==> src/rtl/immed_pkg.sv <==
// immed_pkg: shared format-select encoding and default width for the immediate generator
package immed_pkg;
    typedef enum logic [2:0] {
        I_IMMED,
        S_IMMED,
        B_IMMED,
        U_IMMED,
        J_IMMED,
        Z_IMMED,
        SH_IMMED,
        BAD_IMMED
    } immed_src_e;
    localparam int XLEN_DEFAULT = 32;
endpackage

==> src/rtl/immed_extract.sv <==
// immed_extract: combinational decode of one instruction word into its XLEN-wide immediate
module immed_extract import immed_pkg::*; #(
    parameter int XLEN = XLEN_DEFAULT
) (
    input  logic [31:0]     inst,
    input  immed_src_e      src,
    output logic [XLEN-1:0] immed,
    output logic            illegal
);
    logic s;
    logic unused_opcode;
    assign s = inst[31];
    assign unused_opcode = ^inst[6:0];
    // select the format; the sign bit is folded into the replication so no zero-width repeat appears at XLEN=32
    always_comb begin
        immed = '0;
        illegal = (src == BAD_IMMED);
        case (src)
            I_IMMED:  immed = {{(XLEN-12){s}}, inst[31:20]};
            S_IMMED:  immed = {{(XLEN-12){s}}, inst[31:25], inst[11:7]};
            B_IMMED:  immed = {{(XLEN-12){s}}, inst[7], inst[30:25], inst[11:8], 1'b0};
            U_IMMED:  immed = {{(XLEN-31){s}}, inst[30:12], 12'b0};
            J_IMMED:  immed = {{(XLEN-20){s}}, inst[19:12], inst[20], inst[30:21], 1'b0};
            Z_IMMED:  immed = {{(XLEN-5){1'b0}}, inst[19:15]};
            SH_IMMED: immed = {{(XLEN-6){1'b0}}, (XLEN == 64) ? inst[25] : 1'b0, inst[24:20]};
            default:  immed = '0;
        endcase
    end
endmodule

==> src/rtl/immed_gen_pipe.sv <==
// immed_gen_pipe: one-stage immediate generator with valid/ready on both sides and a skid entry
module immed_gen_pipe import immed_pkg::*; #(
    parameter int XLEN  = XLEN_DEFAULT,
    parameter int TAG_W = 5
) (
    input  logic             clk,
    input  logic             rst,
    input  logic             flush,
    input  logic             in_valid,
    output logic             in_ready,
    input  logic [31:0]      inst,
    input  immed_src_e       immedSrc,
    input  logic [TAG_W-1:0] in_tag,
    output logic             out_valid,
    input  logic             out_ready,
    output logic [XLEN-1:0]  immed,
    output logic [TAG_W-1:0] out_tag,
    output logic             illegal
);
    logic [XLEN-1:0]  x_immed, m_immed, k_immed;
    logic             x_ill, m_ill, k_ill;
    logic [TAG_W-1:0] m_tag, k_tag;
    logic             m_valid, k_valid, acc, load_m;

    immed_extract #(.XLEN(XLEN)) u_extract (
        .inst    (inst),
        .src     (immedSrc),
        .immed   (x_immed),
        .illegal (x_ill)
    );

    assign in_ready  = ~k_valid;
    assign out_valid = m_valid;
    assign immed     = m_immed;
    assign out_tag   = m_tag;
    assign illegal   = m_ill;
    assign acc       = in_valid & in_ready;
    assign load_m    = ~m_valid | out_ready;

    // M refills from K first to keep order, else from the input; a beat arriving while M stalls parks in K
    always_ff @(posedge clk) begin
        if (rst) begin
            m_valid <= 1'b0;
            k_valid <= 1'b0;
            m_immed <= '0;
            m_tag   <= '0;
            m_ill   <= 1'b0;
            k_immed <= '0;
            k_tag   <= '0;
            k_ill   <= 1'b0;
        end else if (flush) begin
            m_valid <= 1'b0;
            k_valid <= 1'b0;
        end else if (load_m) begin
            m_valid <= k_valid | acc;
            if (k_valid) begin
                m_immed <= k_immed;
                m_tag   <= k_tag;
                m_ill   <= k_ill;
                k_valid <= 1'b0;
            end else if (acc) begin
                m_immed <= x_immed;
                m_tag   <= in_tag;
                m_ill   <= x_ill;
            end
        end else if (acc) begin
            k_valid <= 1'b1;
            k_immed <= x_immed;
            k_tag   <= in_tag;
            k_ill   <= x_ill;
        end
    end
endmodule
==> config.mk <==
export PLATFORM = sky130hd
export DESIGN_NAME = immed_gen_pipe
export DESIGN_NICKNAME = d
export VERILOG_FILES = /design/src/rtl/immed_pkg.sv /design/src/rtl/immed_extract.sv /design/src/rtl/immed_gen_pipe.sv
export SDC_FILE = /design/constraint.sdc
export NUM_CORES = 1
export LEC_CHECK = 0
export ABC_AREA = 1
export CAP_MARGIN = 10
export CELL_PAD_IN_SITES_DETAIL_PLACEMENT = 0
export CELL_PAD_IN_SITES_GLOBAL_PLACEMENT = 1
export CORE_ASPECT_RATIO = 1.4
export CORE_MARGIN = 5
export CORE_UTILIZATION = 35
export DETAILED_ROUTE_END_ITERATION = 8
export GPL_ROUTABILITY_DRIVEN = 0
export PLACE_DENSITY_LB_ADDON = 0.1
export REMOVE_ABC_BUFFERS = 1
export SYNTH_ARGS = -nofsm -noshare
export SYNTH_HDL_FRONTEND = slang
export SYNTH_HIERARCHICAL = 1
export SYNTH_SLANG_ARGS = --single-unit
==> constraint.sdc <==
create_clock -name clk -period 2.05 [get_ports clk]
set_input_delay 0.5125 -clock clk [delete_from_list [all_inputs] [get_ports clk]]
set_output_delay 0.5125 -clock clk [all_outputs]
set_load 0.005 [all_outputs]
======== Word level (Yosys, flattened, before mapping) ========
Cells that the tools add are included.
word-level totals
  bits in writable memories ............... 0
  logic and storage cells ................. 35
  register bits ........................... 78
  memories kept ........................... 0
  output and inout port bits .............. 40
  bits in read-only memories .............. 0
  bits of input ports ..................... 45
  bits in latches ......................... 0
cells by class
  $add $sub $neg .......................... 0
  equal/unequal tests ..................... 7
  shifts and indexed selects .............. 0
  bitwise operators ....................... 7
  div/mod/pow operators ................... 0
  magnitude comparators ................... 0
  multiplexer cells ....................... 7
  reductions and logical operators ........ 6
  multipliers ............................. 0
operator list
  cell                                                              count
  32-bit one-hot mux with 7 select lines                            1
  32-bit two-way mux                                                2
  3-bit == test (second input constant)                             4
  5-bit two-way mux                                                 2
  3-bit by 2-bit == test with 1-bit output (second input constant)  2
  3-bit AND reduction                                               2
  1-bit inverter                                                    4
  3-bit by 1-bit == test with 1-bit output (second input constant)  1
  3-bit logical NOT                                                 1
  3-bit OR reduction                                                1
  1-bit two-way mux                                                 2
  1-bit bitwise OR                                                  2
  2-bit nonzero test                                                1
  2-bit OR reduction                                                1
  1-bit AND                                                         1

======== Logic depth before layout (Yosys ltp) ========
  depth in word-level cells ............... 4
  gate-level depth with buffers ........... 11
  gate-level depth less buffers ........... 9

======== By module ========
The synthesis kept the hierarchy.
modules (own cells, without submodules)
  module          times used  cells each  area each (µm²)  seq. area each (µm²)
  immed_gen_pipe  1           585         3619.7           1561.5
  immed_extract   1           100         464.2            0.0

======== Worst setup path after synthesis ========
Ideal clock, no wire load.
  path type ............................... input -> register
  start point ............................. input immedSrc[0]
  end point ............................... register m_immed[20], in the netlist immed[20]
  buffers on the path ..................... 2
  slack ................................... 0.442 ns
  arrival time ............................ 1.544 ns
  data required time ...................... 1.986 ns
  setup time .............................. 0.064 ns
  cell stages on the path ................. 11
  cell sequence ........................... buf_2 > nor2_4 > nand2_1 > inv_1 > nand2_1 > buf_2 > nand3_1 > inv_1 > o21ai_0 > nor2_1 > nor2_1
on the way
  word-level cells in the longest chain between the ends .. 4
  elaborated cells on any way between the ends .. 10
  classes of those cells .................. 6 x eq/ne; 3 x mux; 1 x reduce/logical
RTL lines
  element                                      line                  text
  start, declared                              immed_gen_pipe.sv:12  input immed_src_e immedSrc,
  3-bit == test, or another cell as far along  immed_extract.sv:18   case (src)
  32-bit one-hot mux with 7 select lines (*)   immed_extract.sv:18
  named net x_immed[20]                        immed_gen_pipe.sv:20  logic [XLEN-1:0] x_immed, m_immed, k_immed;
  32-bit two-way mux (*)                       immed_gen_pipe.sv:61  end else if (acc) begin
  32-bit two-way mux (*)                       immed_gen_pipe.sv:56  if (k_valid) begin
  end signal, assigned                         immed_gen_pipe.sv:57  m_immed <= k_immed;
  end signal, assigned                         immed_gen_pipe.sv:62  m_immed <= x_immed;
  end, declared                                immed_gen_pipe.sv:20
Mark *: on every way through the listed nets, which the timed path passes. The rest lies on a longest branch. The select of a mux whose other input is x is not followed.
A chain may end at the register's enable or synchronous reset.

======== Worst setup path after layout ========
  start point ............................. input immedSrc[2]
  end point ............................... register m_immed[16], in the netlist immed[16]
Same word-level chain as after synthesis.

==> summary.md <==
| Metric | Value |
|---|---|
| Synth warnings | `6` |
| Fin crit share | `87.3%` |
| Seq/Total Area, Yosys | `38.2%` |
| DRT antenna net count | `0` |
| Max Freq | `559 MHz` |
| Worst Path Max Fanout | `8` |
| Worst-Skew Late Latency | `330 ps` |
| Die Y | `138 µm` |
| Slew HR | `between 60 and 70%` |
| Gr busiest metal | `met2` |
| Post_cts resized | `0` |
| Met3 Usage GRT | `2.94%` |
| Total grt overflow | `0` |
| Synth Instances | `685` |
| Post-CTS setup buffers | `0` |
| CTS tree | `yes` |
| Clk buf depth | `2` |
| Outcome | `finished, final reports clean` |
| WS Path Type | `in -> reg` |
| Power Density | `703 nW/µm²` |
| Max-cap viol count | `0` |
| # diodes | `0` |
| Leak | `2.55 nW` |
| Actual slew at the worst max-slew pin | `around 520 ps` |
| Core area | `11400 µm²` |
| Clock transition at the registers of the reported paths | `~60 ps` |
| Setup-violating endpoint count in the final report | `0` |
| Mean post-synth cell area | `5.96 µm²` |
| Full die area | `14000 µm²` |
| Fin. max-slew vios | `0` |
| Commonest cells after routing, fill and taps aside | `nand2_1 (197), nor2_1 (160), inv_1 (87), dfxtp_1 (77), clkdlybuf4s50_1 (75)` |
| Num rows | `46` |
| Routed WL | `11100 µm` |
| GR Util met1 | `about 22%` |
| Drt initial violations | `188` |
| Area contributors post-synth | `dfxtp_1 (38%), nand2_1 (18%), nor2_1 (15%)` |
| Largest net degree at the start of global routing | `between 70 and 80` |
| Starting Density | `between 30% and 40%` |
| Synth area leader | `dfxtp_1` |
| # DRC | `0` |
| Critical Path Sink Type | `register` |
| WP data arrival | `roughly 2100 ps` |
| Die width | `101 µm` |
| Synth Cell Area | `approximately 4100 µm²` |
| Drt pass-1 iters | `4` |
| Clk sinks | `slightly below 80` |
| R2R Setup Slk | `780 ps` |
| CP Launch Type | `input port` |
| Hold WC Path Type | `reg -> reg` |
| Hold buffers post-CTS | `0` |
| Peak supply drop | `between 300 and 400 µV` |
| HPWL after detailed placement | `7170 µm` |
| Via count | `4103` |
| Final Net Count | `804` |
| Root Driver | `clkbuf_16` |
| Drt via density | `4.52` |
| PnR Total Power | `3.84 mW` |
| I/O Buffers | `77` |
| RSZ-0062 raised after global routing | `no` |
| Initial antenna violation count | `0` |
| # IOs | `between 80 and 90` |
| Vias in the first global route | `3847` |
| FFs w/ async S/R, synth | `0%` |
| Yosys top cell area share | `38.2%` |
| Fin. Hold Viols | `0` |
| Setup TNS | `0 ps` |
| WP data required | `2330 ps` |
| Area Overhead vs Synth | `33.8%` |
| Num CTS Buffers | `9` |
| Skew final | `4.00 ps` |
| Proportion of layout cells with a drive suffix above 1 | `7.47%` |
| H-tree Lvls | `3` |
| Total track usage | `16.9%` |
| Number of synthesized flops with an enable pin | `0` |
| Count of cell types in the netlist | `23` |
| Most common cell after layout, fill and taps aside | `nand2_1` |
| First-pass GRT wire length | `18700 µm` |
| Min cycle time layout | `1790 ps` |
| Ys flop type | `dfxtp_1` |
| Yosys reg bits | `78` |
| M2 GR Usage | `between 20 and 30%` |
| Wire per inst | `around 12 µm` |
[worst max-delay path: stages]
cell and delay (ps):
clkdlybuf4s50_1 510, o21ai_2 490, nand2_1 110, nand2_1 90
inv_1 50, o21ai_0 150, nor2_1 70, nor2_1 90
[worst paths after layout]
kind | startpoint | end | cells past startpoint
worst min register to register | k_tag[3]$_SDFFE_PP0P_ | k_tag[3]$_SDFFE_PP0P_ | 2
worst min-delay path | k_tag[3]$_SDFFE_PP0P_ | k_tag[3]$_SDFFE_PP0P_ | 2
worst max-delay path | immedSrc[2] | immed[16]$_SDFFE_PP0P_ | 8
worst max register to register | k_valid$_SDFFE_PP0P_ | k_immed[6]$_SDFFE_PP0P_ | 6
[sequential cells by signal (all words and copies together) (netlist names)]
| signal | flops |
|---|---|
| k_tag | 5 |
| immed | 32 |
| out_tag | 5 |
| k_ill | 1 |
| k_immed | 32 |
| illegal | 1 |
| k_valid | 1 |
| out_valid | 1 |
[cell families after synthesis]
kind of cell / Yosys count / share of synthesized area (%)
AO/OA/AOI/OAI: 43 / 5.58
buffers and inverters: 132 / 13.6
flip-flops: 78 / 38.2
AND/OR/NAND/NOR: 432 / 42.6
[where the power goes]
group,internal [mW],leakage [nW],switching [mW]
sequential,1.58,0.637,0.0315
clock,0.970,0.135,0.621
combinational,0.310,1.78,0.325
[per-stage QoR]
| step | util [%] | cells | hold WS [ps] | instance area, µm² | setup WS, ps |
|---|---|---|---|---|---|
| after CTS | 47.9 | 907 | 485 | 5460 | 133 |
| after global placement | 45.3 | 892 | 462 | 5170 | -179 |
| after detailed placement | 45.3 | 892 | 471 | 5170 | -207 |
| final | 47.9 | 907 | 480 | 5460 | 261 |
| after global routing | 47.9 | 907 | 499 | 5460 | 65.7 |
| after floorplan | - | 644 | 455 | 3870 | -752 |
[synthesized netlist by cell type (4+ instances only)]
cell and count:
clkbuf_1 11, buf_4 6, nand3_1 60, dfxtp_1 78
nor2_1 163, buf_1 4, inv_2 4, buf_2 18
nand2_1 197, nand4_1 5, o21ai_0 36, inv_1 87
[metal layers]
| metal | vias to the layer above | routed length, µm | share of wire, % |
|---|---|---|---|
| met5 | - | 0 | 0 |
| met2 | 80 | 5260 | 47 |
| met4 | 0 | 222 | 2.0 |
| met1 | 1810 | 5140 | 46 |
| met3 | 16 | 497 | 4.5 |
| li1 | 2197 | - | - |
[final cells by class]
type                       instances  area, µm²
clock buffer                      12        246
clock inverter                     3       45.0
fill                            1209       5930
inverter                          91        342
multi-input combinational        475       1980
sequential                        78       1560
tap                              144        180
timing repair buffer             104       1100
Note: power is estimated with default switching activity, not from simulation.
